<file path="config.mk">
export PLATFORM = sky130hd
export DESIGN_NAME = pick_bits
export DESIGN_NICKNAME = d
export VERILOG_FILES = /design/src/rtl/pick_bits.sv
export SDC_FILE = /design/constraint.sdc
export NUM_CORES = 1
export LEC_CHECK = 0
export BUFFER_PORTS_ARGS = -buffer_cell sky130_fd_sc_hd__buf_2
export CORE_MARGIN = 4
export CORE_UTILIZATION = 30
export DETAILED_ROUTE_END_ITERATION = 8
export PLACE_DENSITY_LB_ADDON = 0.25
export SLEW_MARGIN = 10
export SYNTH_ARGS = -nofsm -noshare
export SYNTH_HDL_FRONTEND = slang
export SYNTH_SLANG_ARGS = --single-unit
</file>
<file path="constraint.sdc">
create_clock -name clk -period 3.7 [get_ports clk]
set_input_delay 0.37 -clock clk [delete_from_list [all_inputs] [get_ports clk]]
set_output_delay 0.37 -clock clk [all_outputs]
set_load 0.01 [all_outputs]
</file>
<file path="src/rtl/pick_bits.sv">
// pick_bits: serialises the active bits of a latched vector as one index per
// valid/ready beat, lowest first, with burst count, rank and last/zero flags.
module pick_bits #(
    parameter int IN = 32,
    parameter logic ACT = 1'b1,
    localparam int OUT = (IN > 1) ? $clog2(IN) : 1,
    localparam int CNT = $clog2(IN) + 1
) (
    input  logic           clk,
    input  logic           reset_,
    input  logic           in_valid,
    output logic           in_ready,
    input  logic [IN-1:0]  in,
    output logic           out_valid,
    input  logic           out_ready,
    output logic [OUT-1:0] out_idx,
    output logic [CNT-1:0] out_rank,
    output logic [CNT-1:0] out_cnt,
    output logic           out_last,
    output logic           out_zero
);
    typedef enum logic {IDLE, BUSY} state_t;
    state_t state, state_nxt;
    logic [IN-1:0] mask, act_mask, lsb;
    logic [CNT-1:0] rank, cnt, pop;
    logic [OUT-1:0] idx;
    logic zero, busy, accept, fire;
    assign busy = (state == BUSY);
    assign accept = !busy && in_valid;
    assign fire = busy && out_ready;
    assign in_ready = !busy;
    assign out_valid = busy;
    // at most one bit left in the remaining mask (covers the empty vector too)
    assign out_last = busy && ((mask & (mask - 1'b1)) == '0);
    assign out_idx = idx;
    assign out_rank = rank;
    assign out_cnt = cnt;
    assign out_zero = zero;
    always_comb begin
        act_mask = ACT ? in : ~in;
        lsb = mask & (~mask + 1'b1);
        pop = '0;
        idx = '0;
        for (int i = 0; i < IN; i++) begin
            pop = pop + CNT'(act_mask[i]);
            idx = lsb[i] ? (idx | OUT'(i)) : idx;
        end
        state_nxt = accept ? BUSY : (fire && out_last) ? IDLE : state;
    end
    always_ff @(posedge clk or negedge reset_) begin
        if (!reset_) begin
            state <= IDLE;
            mask <= '0;
            rank <= '0;
            cnt <= '0;
            zero <= 1'b0;
        end else begin
            state <= state_nxt;
            if (accept) begin
                mask <= act_mask;
                cnt <= pop;
                zero <= (pop == '0);
                rank <= '0;
            end else if (fire) begin
                mask <= mask & ~lsb;
                // rank stays on the final ordinal so it never passes cnt-1
                if (!out_last) rank <= rank + 1'b1;
            end
        end
    end
endmodule

</file>
# == After elaboration in Yosys (flattened, before gate mapping) ==
# Cells that the tools add are included.
# W data, S select, Z words.
# op_classes
n_lt_le_gt_ge,0
add_sub_neg,34
shift,0
n_div,0
bitwise,5
n_mux,42
reduce_logical,10
mul,0
n_eq_ne,1
# ops
operator,n
$add A6 B1 Y6,26
$and A32 B32 Y32,3
$mux W32,3
$mux W5,16
$not A32 Y32,2
$mux W6,6
$add A32 B1 Y32 const B,1
$logic_not A32 Y1,1
$mux W4,8
$sub A32 B1 Y32 const B,1
$mux W3,4
$add A5 B1 Y6,1
$add A6 B1 Y6 const B,1
$logic_not A6 Y1,1
$add A4 B1 Y5,1
$add A3 B1 Y4,1
$logic_and A1 B1 Y1,4
$mux W2,2
$reduce_bool A2 Y1,2
$add A2 B1 Y3,1
$mux W1,3
$add A1 B1 Y2,1
$ne A2 B1 Y1 const B,1
$reduce_and A2 Y1,1
$logic_not A1 Y1,1
# totals
rom_bits,0
reg_bits,46
wordCells,97
latch_bits,0
inputBits,36
mem_count,0
output_inout_bits,21
mem_bits_rw,0

# == Longest topological paths before layout ==
# depth
ltp_word,34
mapped_depth,17
depth_no_buf,17

# == Worst setup path after synthesis ==
# Ideal clock, no wire load.
# synth_path
path_type,input to register
startpoint,in in[0]
endpoint,"reg zero, in the netlist out_zero"
required_time_ps,3605
t_arrival_ps,4596
cell_stages,17
path_slack_ps,-991
path_buffers,0
setup_time_ps,95
cell_sequence,inv_1 fa_1 fa_1 fa_1 fa_1 fa_1 fa_1 inv_1 ha_1 inv_1 fa_1 nor2b_1 o21ai_0 nand2b_1 xnor2_1 nand4b_1 o31ai_1
# synth_between
elab_chain_len,32
# synth_lines
item,line_no,source
"start, declared",13,"input logic [IN-1:0] in,"
$add A1 B1 Y2,45,pop = pop + CNT'(act_mask[i]);
$add A2 B1 Y3,45,
$add A3 B1 Y4,45,
$add A4 B1 Y5,45,
$add A5 B1 Y6,45,
$add A6 B1 Y6 (26 in series),45,
$logic_not A6 Y1,62,zero <= (pop == '0);
"end signal, assigned",62,
"end, declared",27,"logic zero, busy, accept, fire;"
# No other way between the ends.
# A chain may end at the register's enable or synchronous reset.

# == Worst setup path in the final report ==
# layout_path
startpoint,in in[17]
endpoint,"reg zero, in the netlist out_zero"
# layout_between
elab_chain_len,16
# layout_lines
item,line_no
$add A6 B1 Y6 (15 in series),45
$logic_not A6 Y1,62
# No other way between the ends.

==> run summary <==
The run finished, with violations left. The final reports fail on negative setup slack. The clock root buffer was clkbuf_16. The clock period minus worst slack works out to 4.627 ns.

The worst register-to-register path has a setup slack of 0.55 ns. Across all hold checks on the routed design, the worst slack comes to 0.2872 ns. The run gives 0 as the max capacitance violation total.

The area growth from synthesis to layout is 25.04%. The site row count came out at 39. The detailed router used layers up to and including met4.

Summing the areas of all fa, ha and maj instances in the mapped netlist gives 16.63% of the synthesized area. For the number of inserted filler cells in the final layout, the log shows 1179. Clock-pin slew was measured on the worst setup and hold paths at 0.07 ns. The post-route clock period utilization was 125.1%.

The logs give 0.008449 ns for the setup skew after layout and 0 for the remaining antenna violation count. The arrival time of the worst setup path was 4.83 ns; the hold-fix buffer count after cts was 0. Summing all multi-input logic gate instances after layout gives 2216 um^2. Wire length on met2: 5653 um.

The source-to-sink clock delay at the later pin of the worst-skew pair was 0.29 ns; the total via count in the routed design was 3529. 0 antenna diodes ended up in the layout. The most area-hungry cell type in the Yosys netlist was dfrtp_1. In this run the worst path has a maximum fanout of 2. The final setup violation count is 7. For this block, wires on met1 add up to 4952 um. The post-synthesis instance total is 433.

The first routing iteration left 278 violations. For the number of detailed-route iterations in the first pass, the log shows 5. The number of sinks driven by the clock tree came out at 46.

Xor/xnor cell area share of the yosys netlist: 0.9699%. A synthesized cell averages 8.342 um^2. Clock tree synthesis inserted a total of 5 buffers.

Synthesis produced a netlist with a net count of 501. CTS built an H-tree with a depth of 2. The leading cell type by number of instances after synthesis was inv_1. After the last flow step, the layout net total stands at 584. Counting flops and latches in the post-synthesis netlist gives 46. The congestion estimate from routability-driven global placement came to 0.9213. Of all flip-flops after synthesis, the portion carrying an async set or reset was 100.0%.

The logs give 3574 for the via count of the first global-routing pass and 57 for the count of boundary I/O pins. The mux cell area share after synthesis is 1.386%, and the endpoint required time on the critical path is 3.90 ns. Path category of the worst min-delay check: in2async. The compound-gate portion of the synthesized area was 20.68%. After synthesis, the most frequently instantiated cells are inv_1, dfrtp_1, nand2_1, o21ai_0, nor2_1. Dividing the detail-routed wire length by the instance count gives 17.13 um.

Setup repair after global routing could not meet its margin everywhere. Once layout is complete, the utilization of the core stands at 38.89%. The final hold violation count came out at 0.

The launching element type of the critical path was an input pin. The detailed-route DRC error count came out at 0. The die boundary width works out to 117.7 um. The final routed wirelength across all metal layers was 11310 um. The critical path is of the in2reg type. The total count of max-transition violations in the final report was 0.

The mapped netlist covers 3612 um^2. The smallest setup slack after layout was -0.9274 ns. TritonCTS built the clock tree. Leftover overflow at the end of global routing: 0.

The Yosys step of the flow raised 0 warnings. The pin slew with the least headroom to its limit is 1.079 ns, and the number of antenna violations at the first check in global routing is 0. Prior to clock tree synthesis, the placed netlist has a worst setup slack of -1.247 ns. The tools report the largest net degree at the start of global routing as 60. Maximum buffer depth of the clock tree: 2. The simple-gate area share of the yosys netlist works out to 19.99%. The starting utilization of the core area is 31.10%, and the worst max-slew margin expressed relative to the limit is 28.05%. The count of flip-flops with a built-in enable after synthesis was 0. Type of destination of the critical path: a flop. The HPWL after detailed placement is 9024 um. The area share of the leading cell type in the synthesized netlist is 31.87%, and the length of routed met3 wiring is 480 um. The die covers 13860 um^2.

By area, the combinational part of the netlist is dominated by compound AO/OA/AOI/OAI gates. Input and output buffers added on the ports amount to 56. Among all flip-flop cells after synthesis, the most frequent one is dfrtp_1.

Yosys attributes the largest share of cell area to dfrtp_1, fa_1, inv_1. Using the TritonRoute via totals, the vias-per-cell ratio works out to 5.347. The number of different library cells used by synthesis comes to 53. The global router's overall resource usage came out at 16.59%.

The total area of sequential cells is 1151 um^2, and the die extent in y is 117.7 um. The area of the core region is 11610 um^2. Timing would allow up to 216.1 MHz. The wire length of the first global-routing pass was 18770 um; the layout cell share with drive strength beyond 1 was 25.53%.

After synthesis, flip-flops and latches occupy 31.87% of the total area.
[cells in the final DEF (no fill, tap or decap), types with 7 or more instances in the layout]
cell | synthesis | layout
o21ai_1 | 2 | 8
inv_1 | 63 | 50
o211ai_1 | 15 | 15
inv_2 | 0 | 12
or3_1 | 8 | 8
nand3_1 | 17 | 17
buf_4 | 0 | 37
fa_1 | 24 | 18
a31oi_1 | 8 | 8
o21ai_0 | 46 | 40
dfrtp_1 | 46 | 46
nor2_1 | 31 | 31
ha_1 | 8 | 7
buf_2 | 2 | 54
nand2_1 | 46 | 45
nor3_1 | 9 | 9
a21oi_1 | 14 | 13
[metrics by stage]
| step | TNS, ns | instances | area [um^2] |
|---|---|---|---|
| 2_1_floorplan | -3.974 | 433 | 3638 |
| 5_1_grt | -5.519 | 660 | 4517 |
| 3_3_place_gp | -6.945 | 651 | 4305 |
| 4_1_cts | -4.846 | 659 | 4487 |
| 3_5_place_dp | -7.225 | 651 | 4305 |
| 6_report | -4.634 | 660 | 4517 |
[final timing paths]
kind	endpoint	depth (start not counted)	startpoint
min	mask[5]	1	reset_
max reg2reg	out_rank[3]	10	mask[2]
max	out_zero	18	in[17]
min reg2reg	out_rank[5]	1	out_rank[5]
min in group clk	mask[17]	3	in[17]
max in group asynchronous	out_rank[3]	1	reset_
[area by class of cell]
| class | count | share of cell area, % |
|---|---|---|
| Tap cell | 143 | 3.961 |
| Clock buffer | 5 | 2.770 |
| Timing Repair Buffer | 94 | 12.88 |
| Clock inverter | 3 | 0.5540 |
| Inverter | 63 | 5.291 |
| Sequential cell | 46 | 25.48 |
| Multi-Input combinational cell | 306 | 49.06 |
[registers in the layout, indices dropped and copies added (netlist names)]
signal and count:
out_rank 6, mask 32, out_cnt 6, out_valid 1, out_zero 1
[cells by family (layout without fill, tap and decap cells)]
| kind of cell | Yosys count | count (layout) |
|---|---|---|
| xor gates and xnor gates | 4 | 4 |
| muxes | 5 | 5 |
| and+or+nand+nor | 145 | 145 |
| AOI/OAI and AO/OA | 118 | 118 |
| DFF | 46 | 46 |
| buffers and inverters | 81 | 165 |
| adders and majority gates | 34 | 34 |
[per-layer routing]
| metal | GRT usage (%) | vias up |
|---|---|---|
| li1 | - | 1688 |
| met1 | 21.77 | 1717 |
| met2 | 28.60 | 108 |
| met3 | 2.355 | 16 |
| met4 | 4.542 | 0 |
| met5 | 0 | - |
[worst max-delay path, cell delays in order]
cell	delay, ns
buf_6	0.10
fa_1	0.55
inv_2	0.05
fa_2	0.54
fa_1	0.45
fa_1	0.49
fa_1	0.52
fa_1	0.43
inv_2	0.08
ha_4	0.13
inv_2	0.03
fa_2	0.33
nor2b_1	0.12
o21ai_1	0.07
nand2b_1	0.13
xnor2_2	0.13
nand4b_1	0.12
o31ai_1	0.19
[what timing repair did]
item / in CTS / in global routing
gates resized for setup: 14 / 8
cloned: 0 / 0
pin swaps: 11 / 3
setup endpoints to repair: 7 / 8
buffers inserted: 0 / 1
Power is left out: the tool's default activity adds up to more than one toggle a clock period on the data nets, which glitch-free logic cannot reach.
